`config.mk`:
```
export PLATFORM = sky130hd
export DESIGN_NAME = clint_mh
export DESIGN_NICKNAME = d
export VERILOG_FILES = /design/src/rtl/clint_pkg.sv /design/src/rtl/clint_tick_gen.sv /design/src/rtl/clint_mh.sv
export SDC_FILE = /design/constraint.sdc
export NUM_CORES = 2
export LEC_CHECK = 0
export ABC_AREA = 1
export CAP_MARGIN = 0
export CORE_MARGIN = 3
export CORE_UTILIZATION = 37
export DETAILED_ROUTE_END_ITERATION = 8
export SLEW_MARGIN = 20
export SYNTH_ARGS = -nofsm -noshare
export SYNTH_HDL_FRONTEND = slang
export SYNTH_SLANG_ARGS = --single-unit
```
`constraint.sdc`:
```
create_clock -name clock -period 37.6 [get_ports clock]
set_input_delay 7.52 -clock clock [delete_from_list [all_inputs] [get_ports clock]]
set_output_delay 7.52 -clock clock [all_outputs]
set_load 0.03 [all_outputs]
```
`src/rtl/clint_pkg.sv`:
```
// Shared constants, register-region enum and address helpers for the CLINT.
package clint_pkg;

  localparam logic [31:0] MsipBase     = 32'h0000_0000;
  localparam logic [31:0] MtimecmpBase = 32'h0000_4000;
  localparam logic [31:0] MtimeAddr    = 32'h0000_BFF8;
  localparam logic [31:0] SsipBase     = 32'h0000_C000;
  localparam int unsigned HartStride   = 8;

  localparam logic [63:0] MtimecmpReset = 64'hFFFF_FFFF_FFFF_FFFF;

  typedef enum logic [2:0] {
    RegMsip,
    RegMtimecmp,
    RegMtime,
    RegSsip,
    RegNone
  } clint_reg_e;

  // True when addr falls on one of the first numHarts slots of a per-hart region.
  function automatic logic inRegion(logic [31:0] addr, logic [31:0] base, int unsigned numHarts);
    return (addr >= base) && (((addr - base) / HartStride) < numHarts);
  endfunction

  function automatic logic [3:0] hartOf(logic [31:0] addr, logic [31:0] base);
    return 4'((addr - base) / HartStride);
  endfunction

endpackage

```
`src/rtl/clint_tick_gen.sv`:
```
// Prescaler for mtime: tick_o pulses once every CLOCK_CYCLES clocks.
module clint_tick_gen #(
  parameter int CLOCK_CYCLES = 30
) (
  input  logic clock,
  input  logic reset,
  output logic tick_o
);

  localparam int CntW = (CLOCK_CYCLES > 1) ? $clog2(CLOCK_CYCLES) : 1;
  localparam logic [CntW-1:0] CntMax = CntW'(CLOCK_CYCLES - 1);

  logic [CntW-1:0] count_q, count_d;

  always_ff @(posedge clock or posedge reset) begin
    if (reset) count_q <= '0;
    else       count_q <= count_d;
  end

  always_comb begin
    tick_o  = (count_q == CntMax);
    count_d = tick_o ? '0 : count_q + CntW'(1);
  end

endmodule

```
`src/rtl/clint_mh.sv`:
```
// Multi-hart core-local interruptor: shared mtime, per-hart msip/mtimecmp, Wishbone slave.
// Optional supervisor software interrupts (SSIP region at 0xC000) enabled by CLINT_SSWI_EN.
module clint_mh
  import clint_pkg::*;
#(
  parameter int DATA_SIZE    = 32,
  parameter int ADDR_SIZE    = 16,
  parameter int NUM_HARTS    = 4,
  parameter int CLOCK_CYCLES = 30
) (
  input  logic                    clock,
  input  logic                    reset,
  input  logic                    wb_cyc_i,
  input  logic                    wb_stb_i,
  input  logic                    wb_we_i,
  input  logic [ADDR_SIZE-1:0]    wb_adr_i,
  input  logic [DATA_SIZE-1:0]    wb_dat_i,
  output logic                    wb_ack_o,
  output logic [DATA_SIZE-1:0]    wb_dat_o,
  output logic [NUM_HARTS-1:0]    msip,
  output logic [NUM_HARTS-1:0]    mtip,
`ifdef CLINT_SSWI_EN
  output logic [NUM_HARTS-1:0]    ssip,
`endif
  output logic [63:0]             mtime,
  output logic [64*NUM_HARTS-1:0] mtimecmp_o
);

  logic                    tick;
  logic                    ack_q, ack_d;
  logic [DATA_SIZE-1:0]    dat_q, dat_d;
  logic [63:0]             mtime_q;
  logic [NUM_HARTS-1:0]    msip_q;
  logic [64*NUM_HARTS-1:0] mtimecmp_q;
`ifdef CLINT_SSWI_EN
  logic [NUM_HARTS-1:0]    ssip_q;
`endif

  logic        req, wrEn;
  logic [31:0] addr32;
  clint_reg_e  regSel;
  logic [3:0]  hartIdx;
  logic [63:0] oldVal, mergedVal, newVal;

  clint_tick_gen #(.CLOCK_CYCLES(CLOCK_CYCLES)) u_tick (
    .clock  (clock),
    .reset  (reset),
    .tick_o (tick)
  );

  // The acked cycle never starts a new request, so a held request is served every other cycle.
  assign req    = wb_cyc_i & wb_stb_i & ~ack_q;
  assign wrEn   = req & wb_we_i;
  assign ack_d  = req;
  assign addr32 = 32'(wb_adr_i);

  always_comb begin
    regSel  = RegNone;
    hartIdx = '0;
    if (inRegion(addr32, MsipBase, NUM_HARTS)) begin
      regSel  = RegMsip;
      hartIdx = hartOf(addr32, MsipBase);
    end else if (inRegion(addr32, MtimecmpBase, NUM_HARTS)) begin
      regSel  = RegMtimecmp;
      hartIdx = hartOf(addr32, MtimecmpBase);
    end else if ((addr32 / HartStride) == (MtimeAddr / HartStride)) begin
      regSel  = RegMtime;
`ifdef CLINT_SSWI_EN
    end else if (inRegion(addr32, SsipBase, NUM_HARTS)) begin
      regSel  = RegSsip;
      hartIdx = hartOf(addr32, SsipBase);
`endif
    end
  end

  always_comb begin
    oldVal = '0;
    for (int h = 0; h < NUM_HARTS; h++) begin
      if (hartIdx == 4'(h)) begin
        if (regSel == RegMsip)     oldVal = {63'b0, msip_q[h]};
        if (regSel == RegMtimecmp) oldVal = mtimecmp_q[64*h +: 64];
`ifdef CLINT_SSWI_EN
        if (regSel == RegSsip)     oldVal = {63'b0, ssip_q[h]};
`endif
      end
    end
    if (regSel == RegMtime) oldVal = mtime_q;
  end

  // An MTIME write landing on a tick edge absorbs that tick, so the increment is folded in here.
  always_comb begin
    case (regSel)
      RegMsip, RegSsip: newVal = {63'b0, mergedVal[0]};
      RegMtimecmp:      newVal = mergedVal;
      RegMtime:         newVal = mergedVal + 64'(tick);
      default:          newVal = '0;
    endcase
  end

  if (DATA_SIZE == 64) begin : g_rv64
    assign mergedVal = wb_dat_i;
    assign dat_d     = req ? (wb_we_i ? newVal : oldVal) : '0;
  end else begin : g_rv32
    logic [63:0] retVal;
    assign mergedVal = wb_adr_i[2] ? {wb_dat_i, oldVal[31:0]} : {oldVal[63:32], wb_dat_i};
    assign retVal    = wb_we_i ? newVal : oldVal;
    assign dat_d     = !req ? '0 : (wb_adr_i[2] ? retVal[63:32] : retVal[31:0]);
  end

  always_ff @(posedge clock or posedge reset) begin
    if (reset) begin
      ack_q <= 1'b0;
      dat_q <= '0;
    end else begin
      ack_q <= ack_d;
      dat_q <= dat_d;
    end
  end

  always_ff @(posedge clock or posedge reset) begin
    if (reset) begin
      mtime_q    <= '0;
      msip_q     <= '0;
      mtimecmp_q <= {NUM_HARTS{MtimecmpReset}};
    end else begin
      if (wrEn && regSel == RegMtime) mtime_q <= newVal;
      else if (tick)                  mtime_q <= mtime_q + 64'd1;
      for (int h = 0; h < NUM_HARTS; h++) begin
        if (wrEn && hartIdx == 4'(h)) begin
          if (regSel == RegMsip)     msip_q[h]              <= newVal[0];
          if (regSel == RegMtimecmp) mtimecmp_q[64*h +: 64] <= newVal;
        end
      end
    end
  end

`ifdef CLINT_SSWI_EN
  always_ff @(posedge clock or posedge reset) begin
    if (reset) begin
      ssip_q <= '0;
    end else begin
      for (int h = 0; h < NUM_HARTS; h++) begin
        if (wrEn && regSel == RegSsip && hartIdx == 4'(h)) ssip_q[h] <= newVal[0];
      end
    end
  end

  assign ssip = ssip_q;
`endif

  always_comb begin
    mtip = '0;
    for (int h = 0; h < NUM_HARTS; h++) begin
      mtip[h] = (mtime_q >= mtimecmp_q[64*h +: 64]);
    end
  end

  assign msip       = msip_q;
  assign mtime      = mtime_q;
  assign mtimecmp_o = mtimecmp_q;
  assign wb_ack_o   = ack_q;
  assign wb_dat_o   = dat_q;

endmodule

```
==> flow_summary_export.csv <==
group,metric,value,unit
critical_path,crit_chain,"clkdlybuf4s50_1, nor2_1, nand2_1, nor2_4, nand2_2, buf_4, inv_2, nand2_1, buf_4, a21oi_1, nand2_1, nand2_1, nand3_1, nand2_1, nand2_1, nor2_2, nand2_1, nor2_2, nand2_1, nand2_1, nand2_1, o22ai_1, nand2_1, o21ai_0",
place,gp_congestion,1.02,
critical_path,cp_top_family,"simple AND/OR/NAND/NOR gates",
synthesis,syn_area,30400,um2
routing,postRouteAntennaNets,0,
floorplan,core,80900,um2
global_routing,antenna_found_initial,6,
sta,finalSetupTns,0,ns
routing,wl_per_cell,27.1,um
critical_path,worstSetupPathDepth,24,
power_and_ir_drop,powerDensity,24.9,nW/um2
global_routing,grt_max_degree,142,
synthesis,syn_area_per_cell,6.65,um2
worst_hold_path,hold_path.class,"flop to flop",
sta,finalCritPeriodShare,35.5,%
cts,cts_tree,"built",
sta,relSlewSlack,14.1,%
synthesis,seq_area_frac_synth,30.9,%
global_routing,track_usage,36.7,%
place,dp_hpwl,126000,um
critical_path,critPathBufInv,4,
critical_path,critPathLaunch,"wb_adr_i[8]",
final_layout,nNetsFinal,5203,
final_layout,n_fill_cell,8334,
synthesis,synth_cells,4564,
synthesis,synthMuxAreaShare,0.132,%
cts,cts_buffer_depth,3,
cts,clk_latency,0.64,ns
synthesis,synth_xor_area_share,1.47,%
routing,drtIter0Drc,4911,
synthesis,synth_adder_area_share,10.8,%
critical_path,critical_path.most_common_cell,"nand2_1",
floorplan,fp-row-count,104,
synthesis,synthArstFlopShare,100,%
status,outcome,"complete, no violations",
cts,cts_htree_levels,2,
synthesis,ys.warnings.count,0,
critical_path,reg2regPathDepth,11,
sta,rsz0062_at_grt,"false",
place,place_inst,5900,
place,dpl-instance-area,35600,um2
synthesis,synth-compound-area-share,16.9,%
cts,hold_buffers,0,
cts,cts_made_buffers,47,
final_layout,fin_cells,5990,
synthesis,synth_edf_count,0,
sta,finalHoldViolCount,0,
place,portBuffers,411,
floorplan,initial_core_util,37.5,%
synthesis,ys_types,64,
cts,cts_resized,0,
critical_path,critPathKind,"primary input to flop",
critical_path,critPathLaunchType,"primary input",
routing,drt_wl_total,162000,um
final_layout,fin_area,37200,um2
global_routing,grt_remaining_overflow,0,
global_routing,grt_pass1_vias,31738,
cts,clk_pin_slew_worst_paths,0.06,ns
critical_path,r2r_start,"wb_ack_o",
final_layout,multi_input_area,18400,um2
critical_path,cpPeakStageDelay,0.96,ns
power_and_ir_drop,leakagePower,16.8,nW
critical_path,path_max_fanout,41,
power_and_ir_drop,ir_drop,0.0345,mV
critical_path,r2r_end,"mtimecmp_o[70]",
sta,period_minus_slack,13.36,ns
floorplan,die-area,85500,um2
cts,clock-root-buffer,"clkbuf_16",
synthesis,ys_ff_latch,362,
cts,post_cts_buffers,0,
critical_path,critPathCaptureType,"flop",
routing,viasPerCell,5.85,
place,place_ws,23.69,ns
global_routing,grt_pass1_wl,230000,um
sta,finalClockSkew,0.0530,ns
sta,worst_pin_slew,1.29,ns
sta,fmax,0.0749,GHz
critical_path,crit_end,"mtimecmp_o[94]",
cts,clock_sinks,362,
final_layout,area_delta_synth_final,22.6,%
synthesis,syn_nets,4878,
final_layout,regArea,9380,um2
routing,dr.pass1.iters,6,
critical_path,reg2reg_slack,33.35,ns
floorplan,die_h,292,um
routing,drc,0,
synthesis,ys.flop_type,"dfstp_2",
floorplan,ios,414,
sta,setup-violations-final,0,
final_layout,post-route-util,46.0,%
critical_path,cp_slowest_cell,"o22ai_1",
final_layout,drive_gt1_share,10.3,%
floorplan,die-width,292,um
critical_path,required,38.15,ns
synthesis,synth_top_family_by_area,"simple AND/OR/NAND/NOR gates",
synthesis,synthSimpleGateAreaFrac,31.0,%
run,max_cap_violations,0,
routing,vias,35043,
critical_path,critPathArrivalTime,13.91,ns
sta,fin_ws,24.24,ns
sta,maxSlewViolCount,0,
## power by group
part	internal, mW	total (mW)	leakage [nW]	switching (mW)
registers	0.393	0.393	3.98	0.000879
clock network	0.275	0.473	0.787	0.198
logic	0.0145	0.0585	12.1	0.0440
## how the worst min path moves through the flow
| stage | from | end | slack [ns] | cells after the start |
|---|---|---|---|---|
| detailed placement | u_tick.count_q[4] | u_tick.count_q[4] | 0.45 | 1 |
| CTS | u_tick.count_q[4] | u_tick.count_q[4] | 0.46 | 1 |
| global route | u_tick.count_q[4] | u_tick.count_q[4] | 0.49 | 1 |
| floorplan | u_tick.count_q[4] | u_tick.count_q[4] | 0.43 | 1 |
| finish | u_tick.count_q[4] | u_tick.count_q[4] | 0.46 | 1 |
| global placement | u_tick.count_q[4] | u_tick.count_q[4] | 0.45 | 1 |
## Yosys cell counts, types with 6 or more instances
library cell	n	area share, %
nand4_1	77	1.6
a221oi_1	6	0.17
o221ai_1	9	0.26
o21ai_0	246	4.1
a21oi_1	423	7.0
dfstp_2	256	22
a31oi_1	17	0.35
nand2_2	10	0.21
ha_1	261	11
clkbuf_1	128	1.6
inv_1	466	5.8
o311ai_0	6	0.17
o2111ai_1	10	0.29
o221a_2	6	0.22
inv_2	23	0.28
buf_2	32	0.53
nor4_1	22	0.45
or2_1	6	0.12
nand2_1	1259	16
o211ai_1	22	0.54
xor2_1	46	1.3
nor3_1	39	0.64
o21ai_1	97	1.6
or2_2	10	0.21
buf_1	36	0.45
o22ai_1	26	0.54
a211oi_1	22	0.54
nand3_1	339	5.6
nor2_1	448	5.5
dfrtp_1	106	8.7
o21bai_1	18	0.45
nor2_2	24	0.49
## layer usage
metal / GRT usage [%] / up-vias / part of all wire, %
met5: 0 / - / 0.016
met4: 13.6 / 4 / 4.2
met3: 7.39 / 298 / 11
met2: 53.2 / 2128 / 41
met1: 53.6 / 16786 / 43
li1: - / 15827 / -
## registers in the layout (all words and copies together), names as in the netlist
signal / cells
wb_dat_o: 32
mtime: 64
mtimecmp_o: 256
u_tick.count_q: 5
wb_ack_o: 1
msip: 4
## kinds of logic (layout without fill, tap and decap cells)
| kind of cell | count (synthesis) | after routing |
|---|---|---|
| buffers and inverters | 696 | 1059 |
| XOR/XNOR | 51 | 51 |
| flip-flops | 362 | 362 |
| AND/OR/NAND/NOR | 2257 | 2257 |
| AO/OA/AOI/OAI | 933 | 933 |
| adder cells (fa/ha/maj) | 261 | 261 |
| other | 0 | 3 |
| multiplexers | 4 | 4 |
## per-stage QoR
| step | hold slack [ns] | total power [mW] |
|---|---|---|
| floorplan | 0.434 | 0.429 |
| global placement | 0.452 | 0.457 |
| detailed placement | 0.455 | 0.457 |
| finish | 0.461 | 0.925 |
| global route | 0.490 | 0.948 |
| CTS | 0.462 | 0.929 |
## cell type report
class                      count  area share [%]
antenna                        3          0.0202
multi-input combinational   3506            49.4
tap                         1060            3.57
inverter                     494            5.00
timing repair buffer         478            12.5
clock inverter                18           0.511
clock buffer                  69            3.79
sequential                   362            25.2
## placed cells by master (no fill, tap or decap), types with 97 or more instances in the layout
cell type and count:
nand2_1 1258, inv_1 463, nor2_1 441, a21oi_1 423
clkdlybuf4s50_1 409, nand3_1 339, ha_1 261, dfstp_2 256
o21ai_0 246, dfrtp_1 106, o21ai_1 97
(Power assumes the default switching activity.)
